$ cat src/rtl/pipeline_stage_chain.sv
// Parametrised chain of inter-stage pipeline registers with per-stage stall/flush,
// bubble insertion, debug single-step, sticky halt freeze and cycle/retire counters.
module pipeline_stage_chain #(
  parameter int STAGES  = 4,
  parameter int DATA_SZ = 64,
  parameter int CNT_SZ  = 32
) (
  input  logic                        i_clk,
  input  logic                        i_reset,
  input  logic                        i_enable,
  input  logic                        i_step_mode,
  input  logic                        i_step,
  input  logic                        i_valid,
  input  logic                        i_halt,
  input  logic [STAGES-1:0]           i_stall,
  input  logic [STAGES-1:0]           i_flush,
  input  logic [STAGES*DATA_SZ-1:0]   i_stage_d,
  output logic [STAGES*DATA_SZ-1:0]   o_stage_q,
  output logic [STAGES-1:0]           o_valid,
  output logic                        o_advance,
  output logic                        o_halt,
  output logic [CNT_SZ-1:0]           o_cycle_cnt,
  output logic [CNT_SZ-1:0]           o_retired_cnt
);

  localparam int LAST = STAGES - 1;

  logic [DATA_SZ-1:0] data_q [STAGES];
  logic [STAGES-1:0]  valid_q;
  logic [STAGES-1:0]  halt_q;
  logic               halt_sticky;
  logic [CNT_SZ-1:0]  cycle_cnt;
  logic [CNT_SZ-1:0]  retired_cnt;

  logic               advance;
  logic [STAGES-1:0]  hold;
  logic [STAGES-1:0]  up_hold;
  logic [STAGES-1:0]  src_valid;
  logic [STAGES-1:0]  src_halt;
  logic               load_last;
  logic               retire;
  logic               halt_set;

  assign advance = i_enable & ~halt_sticky & (~i_step_mode | i_step);

  // A stall anywhere downstream freezes this register as well.
  always_comb begin
    hold      = '0;
    up_hold   = '0;
    src_valid = '0;
    src_halt  = '0;
    hold[LAST] = i_stall[LAST];
    for (int k = LAST - 1; k >= 0; k--) begin
      hold[k] = i_stall[k] | hold[k+1];
    end
    src_valid[0] = i_valid;
    src_halt[0]  = i_halt;
    for (int k = 1; k < STAGES; k++) begin
      up_hold[k]   = hold[k-1];
      src_valid[k] = valid_q[k-1];
      src_halt[k]  = halt_q[k-1];
    end
  end

  assign load_last = ~i_flush[LAST] & ~hold[LAST] & ~up_hold[LAST];
  assign retire    = advance & ~i_flush[LAST] & ~hold[LAST] & valid_q[LAST];
  assign halt_set  = advance & load_last & src_valid[LAST] & src_halt[LAST];

  always_ff @(posedge i_clk or negedge i_reset) begin
    if (!i_reset) begin
      for (int k = 0; k < STAGES; k++) begin
        data_q[k] <= '0;
      end
      valid_q     <= '0;
      halt_q      <= '0;
      halt_sticky <= 1'b0;
      cycle_cnt   <= '0;
      retired_cnt <= '0;
    end else if (advance) begin
      for (int k = 0; k < STAGES; k++) begin
        if (i_flush[k]) begin
          data_q[k]  <= '0;
          valid_q[k] <= 1'b0;
          halt_q[k]  <= 1'b0;
        end else if (hold[k]) begin
          data_q[k]  <= data_q[k];
          valid_q[k] <= valid_q[k];
          halt_q[k]  <= halt_q[k];
        end else if (up_hold[k]) begin
          data_q[k]  <= '0;
          valid_q[k] <= 1'b0;
          halt_q[k]  <= 1'b0;
        end else begin
          data_q[k]  <= i_stage_d[k*DATA_SZ +: DATA_SZ];
          valid_q[k] <= src_valid[k];
          halt_q[k]  <= src_halt[k];
        end
      end
      if (halt_set) begin
        halt_sticky <= 1'b1;
      end
      if (cycle_cnt != '1) begin
        cycle_cnt <= cycle_cnt + CNT_SZ'(1);
      end
      if (retire && (retired_cnt != '1)) begin
        retired_cnt <= retired_cnt + CNT_SZ'(1);
      end
    end
  end

  for (genvar k = 0; k < STAGES; k++) begin : g_out
    assign o_stage_q[k*DATA_SZ +: DATA_SZ] = data_q[k];
  end

  assign o_valid       = valid_q;
  assign o_advance     = advance;
  assign o_halt        = halt_sticky;
  assign o_cycle_cnt   = cycle_cnt;
  assign o_retired_cnt = retired_cnt;

endmodule

$ cat config.mk
export PLATFORM = sky130hd
export DESIGN_NAME = pipeline_stage_chain
export DESIGN_NICKNAME = d
export VERILOG_FILES = /design/src/rtl/pipeline_stage_chain.sv
export SDC_FILE = /design/constraint.sdc
export NUM_CORES = 1
export LEC_CHECK = 0
export BUFFER_PORTS_ARGS = -buffer_cell sky130_fd_sc_hd__clkbuf_2
export CAP_MARGIN = 20
export CORE_AREA = 2 2 230 232
export DETAILED_ROUTE_END_ITERATION = 12
export DIE_AREA = 0 0 232 234
export HOLD_SLACK_MARGIN = 0.12
export MAX_ROUTING_LAYER = met4
export PLACE_DENSITY = 0.57
export SETUP_SLACK_MARGIN = 0.05
export SYNTH_ARGS = -nofsm -noshare
export SYNTH_HDL_FRONTEND = slang
export SYNTH_SLANG_ARGS = --single-unit
export TNS_END_PERCENT = 20
$ cat constraint.sdc
create_clock -name i_clk -period 2.4 [get_ports i_clk]
set_clock_uncertainty 0.15 [all_clocks]
set_input_delay 0.36 -clock i_clk [delete_from_list [all_inputs] [get_ports i_clk]]
set_output_delay 0.36 -clock i_clk [all_outputs]
set_load 0.01 [all_outputs]
* Word-level counts from Yosys, hierarchy flattened *
Index checks and enable logic that the tools add are counted.

cells by class
  add/sub/neg operators = 2
  multipliers = 0
  divide/modulo/power cells = 0
  magnitude comparators = 0
  equal/unequal tests = 6
  shift-type cells = 0
  multiplexer cells = 30
  bitwise gates (word level) = 19
  reductions and logical operators = 8

operators with widths
  kind                   count
  $mux 64                11
  $add 32x1->32 const B  2
  $ne 32x32->1 const B   2
  $mux 1                 19
  $reduce_and 2->1       7
  $and 1x1->1            10
  $ne 2x2->1 const B     3
  $not 1->1              5
  $or 1x1->1             4
  $ne 2x1->1 const B     1
  $logic_and 1x1->1      1

word-level totals
  register bits after elaboration = 328
  bits in latches = 0
  bits in writable memories = 0
  ROM bits = 0
  bits of input ports = 271
  output and inout bits = 326
  logic and storage cells = 79
  memories = 0

* Longest topological paths before layout *
Gate-level depths: netlist (run 1).

  depth after elaboration = 8
  depth in mapped cells = 8
  depth with buffers taken out = 6

* Least setup slack after synthesis (run 1) *
Ideal clock, no wire load.

  kind = flip-flop to flip-flop
  from = reg cycle_cnt[0], in the netlist o_cycle_cnt[0]
  to = reg cycle_cnt[1], in the netlist o_cycle_cnt[1]
  library setup time = 125 ps
  arrival = 1832 ps
  required time = 2125 ps
  slack = 293 ps
  cell stages (with the launch flop) = 7
  buffers on the path = 0
  clock period less this slack = 2107 ps
  cell sequence = dfrtp_1 -> ha_1 -> and3_1 -> nand3_1 -> nor4b_4 -> nor2_2 -> mux2_4

between the ends
  word-level cells in the longest chain between the ends = 2
  elaborated cells on any way between the ends = 3
  classes of those cells = add/sub (1); eq/ne (1); reduce/logical (1)

ends and longest elaborated chain
  element                                                                RTL line  RTL
  start, declared                                                        32        logic [CNT_SZ-1:0] cycle_cnt;
  start signal, assigned                                                 103       cycle_cnt <= cycle_cnt + CNT_SZ'(1);
  parallel branches: the longest is 2 deep, another holds $add 32x1->32  -

Parallel ways; which one is timed is not known.
A chain may end at the register's enable or synchronous reset.

* Worst setup path after layout (run 1) *
  from = reg halt_sticky, in the netlist o_halt
  to = out o_advance

between the ends
  word-level cells in the longest chain between the ends = 3

ends and longest elaborated chain
  element                   RTL line  RTL
  start, declared           31        logic halt_sticky;
  start signal, assigned    76        halt_sticky <= 1'b0;
  start signal, assigned    100       halt_sticky <= 1'b1;
  $not 1->1                 44        assign advance = i_enable & ~halt_sticky & (~i_step_mode | i_step);
  $and 1x1->1 (2 in a row)  44
  end, declared             20        output logic o_advance,

Every way passes these cells.

==> Implementation_results.wiki, run 1 <==
{| class="wikitable"
! Metric !! Value
|-
| Run status || finished, final reports clean
|-
| EDFF count, synth || 0
|-
| Endpoint arrival time on the critical path || 1.72 ns
|-
| Detail-routed via count per cell || 4.54
|-
| Clock latency on the worst-skew pair || 0.54 ns
|-
| Sink count of the clock tree || 328
|-
| Required time of the critical path || 1.89 ns
|-
| Max-cap violations || 0
|-
| Ranking of synthesized cells by instance count || sky130_fd_sc_hd__dfrtp_1, sky130_fd_sc_hd__a22o_1, sky130_fd_sc_hd__nand2_1
|-
| Share of cells above drive strength 1 || 37.0%
|-
| Maximum buffer depth of the clock tree || 3
|-
| Delay of the slowest cell on the worst path || 0.42 ns
|-
| Maximum fanout count along the critical path || 9
|-
| Vias || 11.9k
|-
| CP Launch Point || o_halt
|-
| Number of violations reported at the end of detailed-routing iteration 0 || 482
|-
| Clock tree root driver cell || sky130_fd_sc_hd__clkbuf_16
|-
| Cell with the biggest individual delay on the critical path || sky130_fd_sc_hd__dfrtp_1
|-
| CP endpoint kind || output pin
|-
| Clock slew at reported path FFs || 0.07 ns
|-
| Drc violations || 0
|-
| Clock tree from TritonCTS || built
|-
| Placed wire-length estimate after detailed placement || 31800 um
|-
| Maximum achievable frequency || 448 MHz
|-
| Floorplan die area || 54300 um2
|-
| Yosys warning count || 0
|-
| Syn_area_per_cell || 12.4 um2
|-
| Net switching component of the power || 3.62 mW
|-
| Cell internal pwr || 10.4 mW
|-
| Count of antenna diodes in the layout || 0
|-
| Most repeated cell in the gate-level netlist after synthesis || sky130_fd_sc_hd__dfrtp_1
|-
| Async set-reset flop share out of synthesis || 100%
|-
| Final Hold Violating Endpoints || 0
|-
| Fraction of post-synthesis cell area in the top cell type by area || 63.6%
|-
| Final setup violation count || 0
|-
| Leading post-synthesis cells by cell area || sky130_fd_sc_hd__dfrtp_1, sky130_fd_sc_hd__a22o_1, sky130_fd_sc_hd__nand2b_1
|-
| Worst hold slack || 0.178 ns
|-
| Switching power as a share of total power || 25.9%
|-
| Cell family contributing the most delay on the critical path || flip-flops
|-
| Number of buffers created by CTS || 39
|-
| Worst supply voltage drop on vdd || 388 uV
|-
| Combinational share of power || 13.8%
|-
| Number of iterations in the first detailed-routing pass || 5
|-
| Post-CTS repair timing setup buffer count || 0
|-
| Wire per inst || 17.9 um
|-
| Leakage dissipation || 10.8 nW
|-
| Core ar. || 52000 um2
|-
| Final critical-path share of the clock period || 93.1%
|-
| Global placer's final weighted congestion || 0.838
|-
| Detail Route Antenna Nets || 0
|-
| Wire length of the first global-routing pass || 69800 um
|-
| CP Class || flop to output pin
|-
| Share of total power in the clock network || 42.2%
|-
| Number of inserted filler cells in the final layout || 4913
|-
| Instance count of the mapped netlist || 1037
|-
| Post-detailed-routing wire length || 46700 um
|-
| Total congestion overflow after global routing || 0
|-
| #FFs+latches synth || 328
|-
| Slew headroom || 63.1%
|-
| Pin count of the biggest net entering global routing || 75
|-
| Distinct cell type count of the synthesized netlist || 51
|-
| Tot GR Track Use || 16.9%
|-
| Count of buffering cells on the critical path with inverters included || 2
|-
| Design Power || 14.0 mW
|-
| Layout-stage area growth over the synthesis result || 60.9%
|-
| Initial core utilization || 24.8%
|-
| Min Tclk post-route || 2.23 ns
|-
| Total number of placement rows || 84
|-
| Sequential fraction of the synthesis area || 63.6%
|-
| Path class of the lowest-slack min-delay path || input port to flop
|-
| RSZ-0062 raised after global routing || no
|-
| Port Buffers || 596
|-
| Primary flip-flop cell chosen by synthesis mapping || sky130_fd_sc_hd__dfrtp_1
|-
| Dominant cell type by area after synthesis || sky130_fd_sc_hd__dfrtp_1
|-
| Post-synthesis instance area || 12900 um2
|-
| Worst slew pin tran || 0.554 ns
|-
| Cell breakdown of the critical path || and2b_1, nand2_2, clkinv_2, clkbuf_2
|-
| Antenna violations before repair || 0
|-
| R2r startpoint || o_cycle_cnt[0]
|-
| Die boundary width || 232 um
|-
| Number of H-tree branching levels || 2
|-
| P per Cell Area || 674 nW/um2
|-
| Final max-slew violation count || 0
|-
| IO Pins || 597
|-
| Setup tns final || 0 ns
|-
| Via count of the first global-routing pass || 12.3k
|-
| Net count reported at finish || 2168
|-
| Synthesized net count || 1310
|-
| Die outline height || 234 um
|-
| Sequential cell fraction of total power || 44.0%
|-
| Crit path launch type || flop
|-
| Startpoint of the lowest-slack hold path || i_flush[0]
|}
==> logic make-up after synthesis <==
logic type,Yosys count,share of synthesized area (%)
AO/OA/AOI/OAI,279,16.8
XOR/XNOR,59,4.01
adder cells (fa/ha/maj),2,0.194
buffers and inverters,75,2.59
flip-flops,328,63.6
multiplexers,2,0.204
AND/OR/NAND/NOR,292,12.6
==> per-layer routing <==
metal	global-route usage, %	vias up	share of wire [%]
met5	-	-	0
met4	6.21	0	3.3
met3	3.85	92	7.0
met2	27.8	509	49
met1	20.4	5801	41
li1	-	5448	-
==> cell type report <==
type,instances,area (um2),share of cell area [%]
clock inverter,11,129,0.621
tap,688,861,4.15
multi-input combinational,634,4420,21.3
clock buffer,57,1150,5.56
inverter,8,31.3,0.151
timing repair buffer,884,5950,28.7
sequential,328,8210,39.5
==> final timing paths <==
kind | end | slack (ns) | depth (start not counted)
worst min register to register | o_stage_q[18] | 0.33 | 2
min in group asynchronous | o_stage_q[198] | 0.21 | 2
worst max register to register | o_cycle_cnt[23] | 0.23 | 7
worst min-delay path | halt_q[0] | 0.18 | 4
max in group asynchronous | o_stage_q[83] | 1.21 | 3
worst max-delay path | o_advance | 0.17 | 4
==> cells in the final DEF, fill, tap and decap left out, drive strengths merged, types with 2 or more instances in the layout <==
cell and n:
buf 30, a22o 197, bufinv 2, clkinv 7, a21oi 3, nor2 19, nor4b 4, nand2b 68
and2 7, xnor2 19, clkinvlp 2, nor4 10, dlygate4sd3 259, ha 2, xor2 40, or3 2
and4 7, and3 11, nor3 26, nand3 20, mux2 2, clkbuf 652, a211oi 2, dfrtp 328
nand2 91, nor3b 3, inv 8, nand4 19, o21a 2, o21ai 71
==> registers in the layout, summed over array words and instances, names as in the netlist <==
signal	flops
o_stage_q	256
o_cycle_cnt	32
o_retired_cnt	32
o_valid	4
halt_q	3
o_halt	1
==> stage by stage <==
step                      cell area (um2)  worst slack, ns  std cells  utilization (%)
after floorplan                     12900            0.293       1037                -
after global routing                20800           0.0540       2610             39.9
after detailed placement            16900            0.170       2283             32.4
final                               20800            0.166       2610             39.9
after global placement              16900            0.235       2283             32.4
after CTS                           20800           0.0525       2610             39.9
==> worst min-delay path, cell delays in order <==
cell and delay, ns:
sky130_fd_sc_hd__clkbuf_2 0.18, sky130_fd_sc_hd__o21ai_4 0.14, sky130_fd_sc_hd__nand2_1 0.08, sky130_fd_sc_hd__o21ai_0 0.07
==> power groups by stage <==
stage	Combinational, mW	Sequential (mW)	Clock, mW
3_5_place_dp	1.60	6.24	0
3_3_place_gp	1.58	6.23	0
2_1_floorplan	0.473	6.34	0
5_1_grt	2.12	6.19	6.34
6_report	1.94	6.16	5.90
4_1_cts	1.94	6.15	6.10
==> timing repair <==
item / in CTS / in global routing
hold buffers: 259 / 0
endpoints found under the hold margin: 586 / 0
gates resized for setup: 0 / 3
setup endpoints to repair: 0 / 10
(Power assumes the default switching activity.)
==> inputs of run 2 (changes only) <==
--- a/config.mk
+++ b/config.mk
@@ -14,6 +14,7 @@
 export MAX_ROUTING_LAYER = met4
 export PLACE_DENSITY = 0.57
 export SETUP_SLACK_MARGIN = 0.05
+export SKIP_CTS_REPAIR_TIMING = 1
 export SYNTH_ARGS = -nofsm -noshare
 export SYNTH_HDL_FRONTEND = slang
 export SYNTH_SLANG_ARGS = --single-unit
==> constraint.sdc (replaced) <==
create_clock -name i_clk -period 2.5 [get_ports i_clk]
set_clock_uncertainty 0.15 [all_clocks]
set_input_delay 0.375 -clock i_clk [delete_from_list [all_inputs] [get_ports i_clk]]
set_output_delay 0.375 -clock i_clk [all_outputs]
set_load 0.01 [all_outputs]
==> run 2 against run 1 <==
Effect of this change: final area barely moved; hold slack improved by 0.051 ns; combinational power fell by 4%; count of clock-buffer cells in the layout fell by 6; cell count barely moved; non-clock buffer count rose by 3; critical path depth did not move; setup slack improved by 0.036 ns; wire length fell by 0.72%; die area did not move; sequential power fell by 4.1%; register-to-register slack improved by 0.03 ns; critical path type unchanged.
==> Implementation_results.wiki, run 2 (same netlist as run 1, synthesis figures left out) <==
{| class="wikitable"
! Metric !! Value
|-
| Area of the multi-input gates || 4420 um2 (about the same)
|-
| Global placer's final weighted congestion || 0.855 (+2.0%)
|-
| Total congestion overflow after global routing || 0 (unchanged)
|-
| Most common cell after layout, fill and taps aside || sky130_fd_sc_hd__clkbuf_2
|-
| Initial core utilization || 24.8% (unchanged)
|-
| Clock tree root driver cell || sky130_fd_sc_hd__clkbuf_16
|-
| Net count reported at finish || 2170 (+0.092%)
|-
| GRT met3 Usage || 3.67% (-0.18 points)
|-
| Share of cells above drive strength 1 || 37.0% (about the same)
|-
| Min Tclk post-route || 2.30 ns
|-
| Die outline height || 234 um (unchanged)
|-
| Max-cap violations || 0 (unchanged)
|-
| Placed wire-length estimate after detailed placement || 31700 um (about the same)
|-
| CP endpoint kind || output pin
|-
| Met2 GRT Util || 25.2% (-2.6 points)
|-
| Slew headroom || 58.5% (-4.6 points)
|-
| Post-detailed-routing wire length || 46400 um (-0.72%)
|-
| Floorplan die area || 54300 um2 (unchanged)
|-
| Layout-stage area growth over the synthesis result || 60.9% (about the same)
|-
| Cell with the biggest individual delay on the critical path || sky130_fd_sc_hd__dfrtp_1
|-
| Final Hold Violating Endpoints || 0 (unchanged)
|-
| Maximum fanout count along the critical path || 11 (+2)
|-
| Clock tree from TritonCTS || built
|-
| Maximum achievable frequency || 435 MHz
|-
| Leakage dissipation || 10.8 nW (about the same)
|-
| Crit path launch type || flop
|-
| RSZ-0062 raised after global routing || no
|-
| Top Usage Layer GRT || met2
|-
| IO Pins || 597 (unchanged)
|-
| Wire length of the first global-routing pass || 63200 um (-9.4%)
|-
| Pin count of the biggest net entering global routing || 133 (+77%)
|-
| Detail-routed via count per cell || 4.54 (about the same)
|-
| Largest register FFs || 256 (unchanged)
|-
| Number of H-tree branching levels || 2 (unchanged)
|-
| Final max-slew violation count || 0 (unchanged)
|-
| Number of iterations in the first detailed-routing pass || 4 (-1)
|-
| Required time of the critical path || 1.98 ns (+0.09 ns)
|-
| Util after Layout || 39.9% (about the same)
|-
| Detail Route Antenna Nets || 0 (unchanged)
|-
| CP Class || flop to output pin
|-
| Clock latency on the worst-skew pair || 0.53 ns (about the same)
|-
| Number of buffers created by CTS || 38 (-2.6%)
|-
| Clock slew at reported path FFs || 0.06 ns (about the same)
|-
| Wire per inst || 17.8 um (-0.68%)
|-
| Count of antenna diodes in the layout || 0 (unchanged)
|-
| Setup tns final || 0 ns (unchanged)
|-
| Final critical-path share of the clock period || 91.9%
|-
| Die boundary width || 232 um (unchanged)
|-
| P per Cell Area || 650 nW/um2 (-3.6%)
|-
| Worst slew pin tran || 0.622 ns (+0.0688 ns)
|-
| Final setup violation count || 0 (unchanged)
|-
| Number of inserted filler cells in the final layout || 4894 (-0.39%)
|-
| Met1 capacity usage during global routing || 19.0% (-1.4 points)
|-
| Antenna violations before repair || 1 (+1)
|-
| Cell breakdown of the critical path || and2b_1, nand2_2, inv_2, clkbuf_2
|-
| Port Buffers || 596 (unchanged)
|-
| Vias || 11.8k (-0.084%)
|-
| Drc violations || 0 (unchanged)
|-
| Delay of the slowest cell on the worst path || 0.42 ns (about the same)
|-
| Via count of the first global-routing pass || 10.7k (-12%)
|-
| Core ar. || 52000 um2 (unchanged)
|-
| Worst hold slack || 0.228 ns (+0.0507 ns)
|-
| Worst supply voltage drop on vdd || 455 uV (+17%)
|-
| Sink count of the clock tree || 328 (unchanged)
|-
| FF+latch area || 8210 um2 (unchanged)
|-
| Path class of the lowest-slack min-delay path || input port to flop
|-
| Run status || finished, final reports clean
|-
| Highest-count cells in the layout ignoring fill and taps || sky130_fd_sc_hd__clkbuf_2, sky130_fd_sc_hd__dfrtp_1, sky130_fd_sc_hd__dlygate4sd3_1, sky130_fd_sc_hd__a22o_1, sky130_fd_sc_hd__nand2_1
|-
| Maximum buffer depth of the clock tree || 3 (unchanged)
|-
| Endpoint arrival time on the critical path || 1.77 ns (+0.05 ns)
|-
| Tot GR Track Use || 15.4% (-1.5 points)
|-
| Slack of the critical path || 0.202 ns (+0.0361 ns)
|-
| Number of violations reported at the end of detailed-routing iteration 0 || 494 (+2.5%)
|-
| Total number of placement rows || 84 (unchanged)
|-
| Post-Place Worst Slack || 0.189 ns (+0.0184 ns)
|}
run 2: final cells by class:
class | count | area share, %
flip-flops and latches | 328 | 39.6
multi-input cells | 634 | 21.3
repair buffers | 887 | 28.7
clock buffers | 51 | 5.16
clock inverters | 13 | 0.947
well taps | 688 | 4.15
inverters | 8 | 0.145
run 2: through the flow:
step                cells  cell area, um2  total power, mW
finish               2609           20700             13.5
global route         2609           20700             14.1
CTS                  2349           18100             13.3
detailed placement   2285           16900             7.53
global placement     2285           16900             7.50
floorplan            1037           12900             6.54
run 2: per-layer routing:
metal  vias up  part of all wire (%)
li1       5449                     -
met2       461                    50
met1      5868                    41
met4         0                   2.2
met5         -                     0
met3        62                   6.2
run 2: worst paths after layout:
kind / from / depth (start not counted) / slack, ns / end
max: o_halt / 4 / 0.20 / o_advance
min: i_flush[0] / 3 / 0.23 / o_stage_q[11]
max reg2reg: o_cycle_cnt[0] / 7 / 0.26 / o_cycle_cnt[1]
min reg2reg: o_retired_cnt[13] / 1 / 0.33 / o_retired_cnt[13]
max in group asynchronous: i_reset / 3 / 1.17 / o_stage_q[84]
min in group asynchronous: i_reset / 2 / 0.27 / o_stage_q[164]
run 2: report_power, final:
part / switching (mW) / leakage [nW] / internal [mW]
Combinational: 0.950 / 5.70 / 0.907
Sequential: 0.272 / 4.44 / 5.64
Clock: 2.20 / 0.624 / 3.51
run 2: worst max-delay path: cells and delay by family, from the launching register on:
| kind | cells | cell delay, ns |
|---|---|---|
| AND/OR/NAND/NOR | 2 | 0.38 |
| flip-flops | 1 | 0.42 |
| buffers and inverters | 2 | 0.43 |
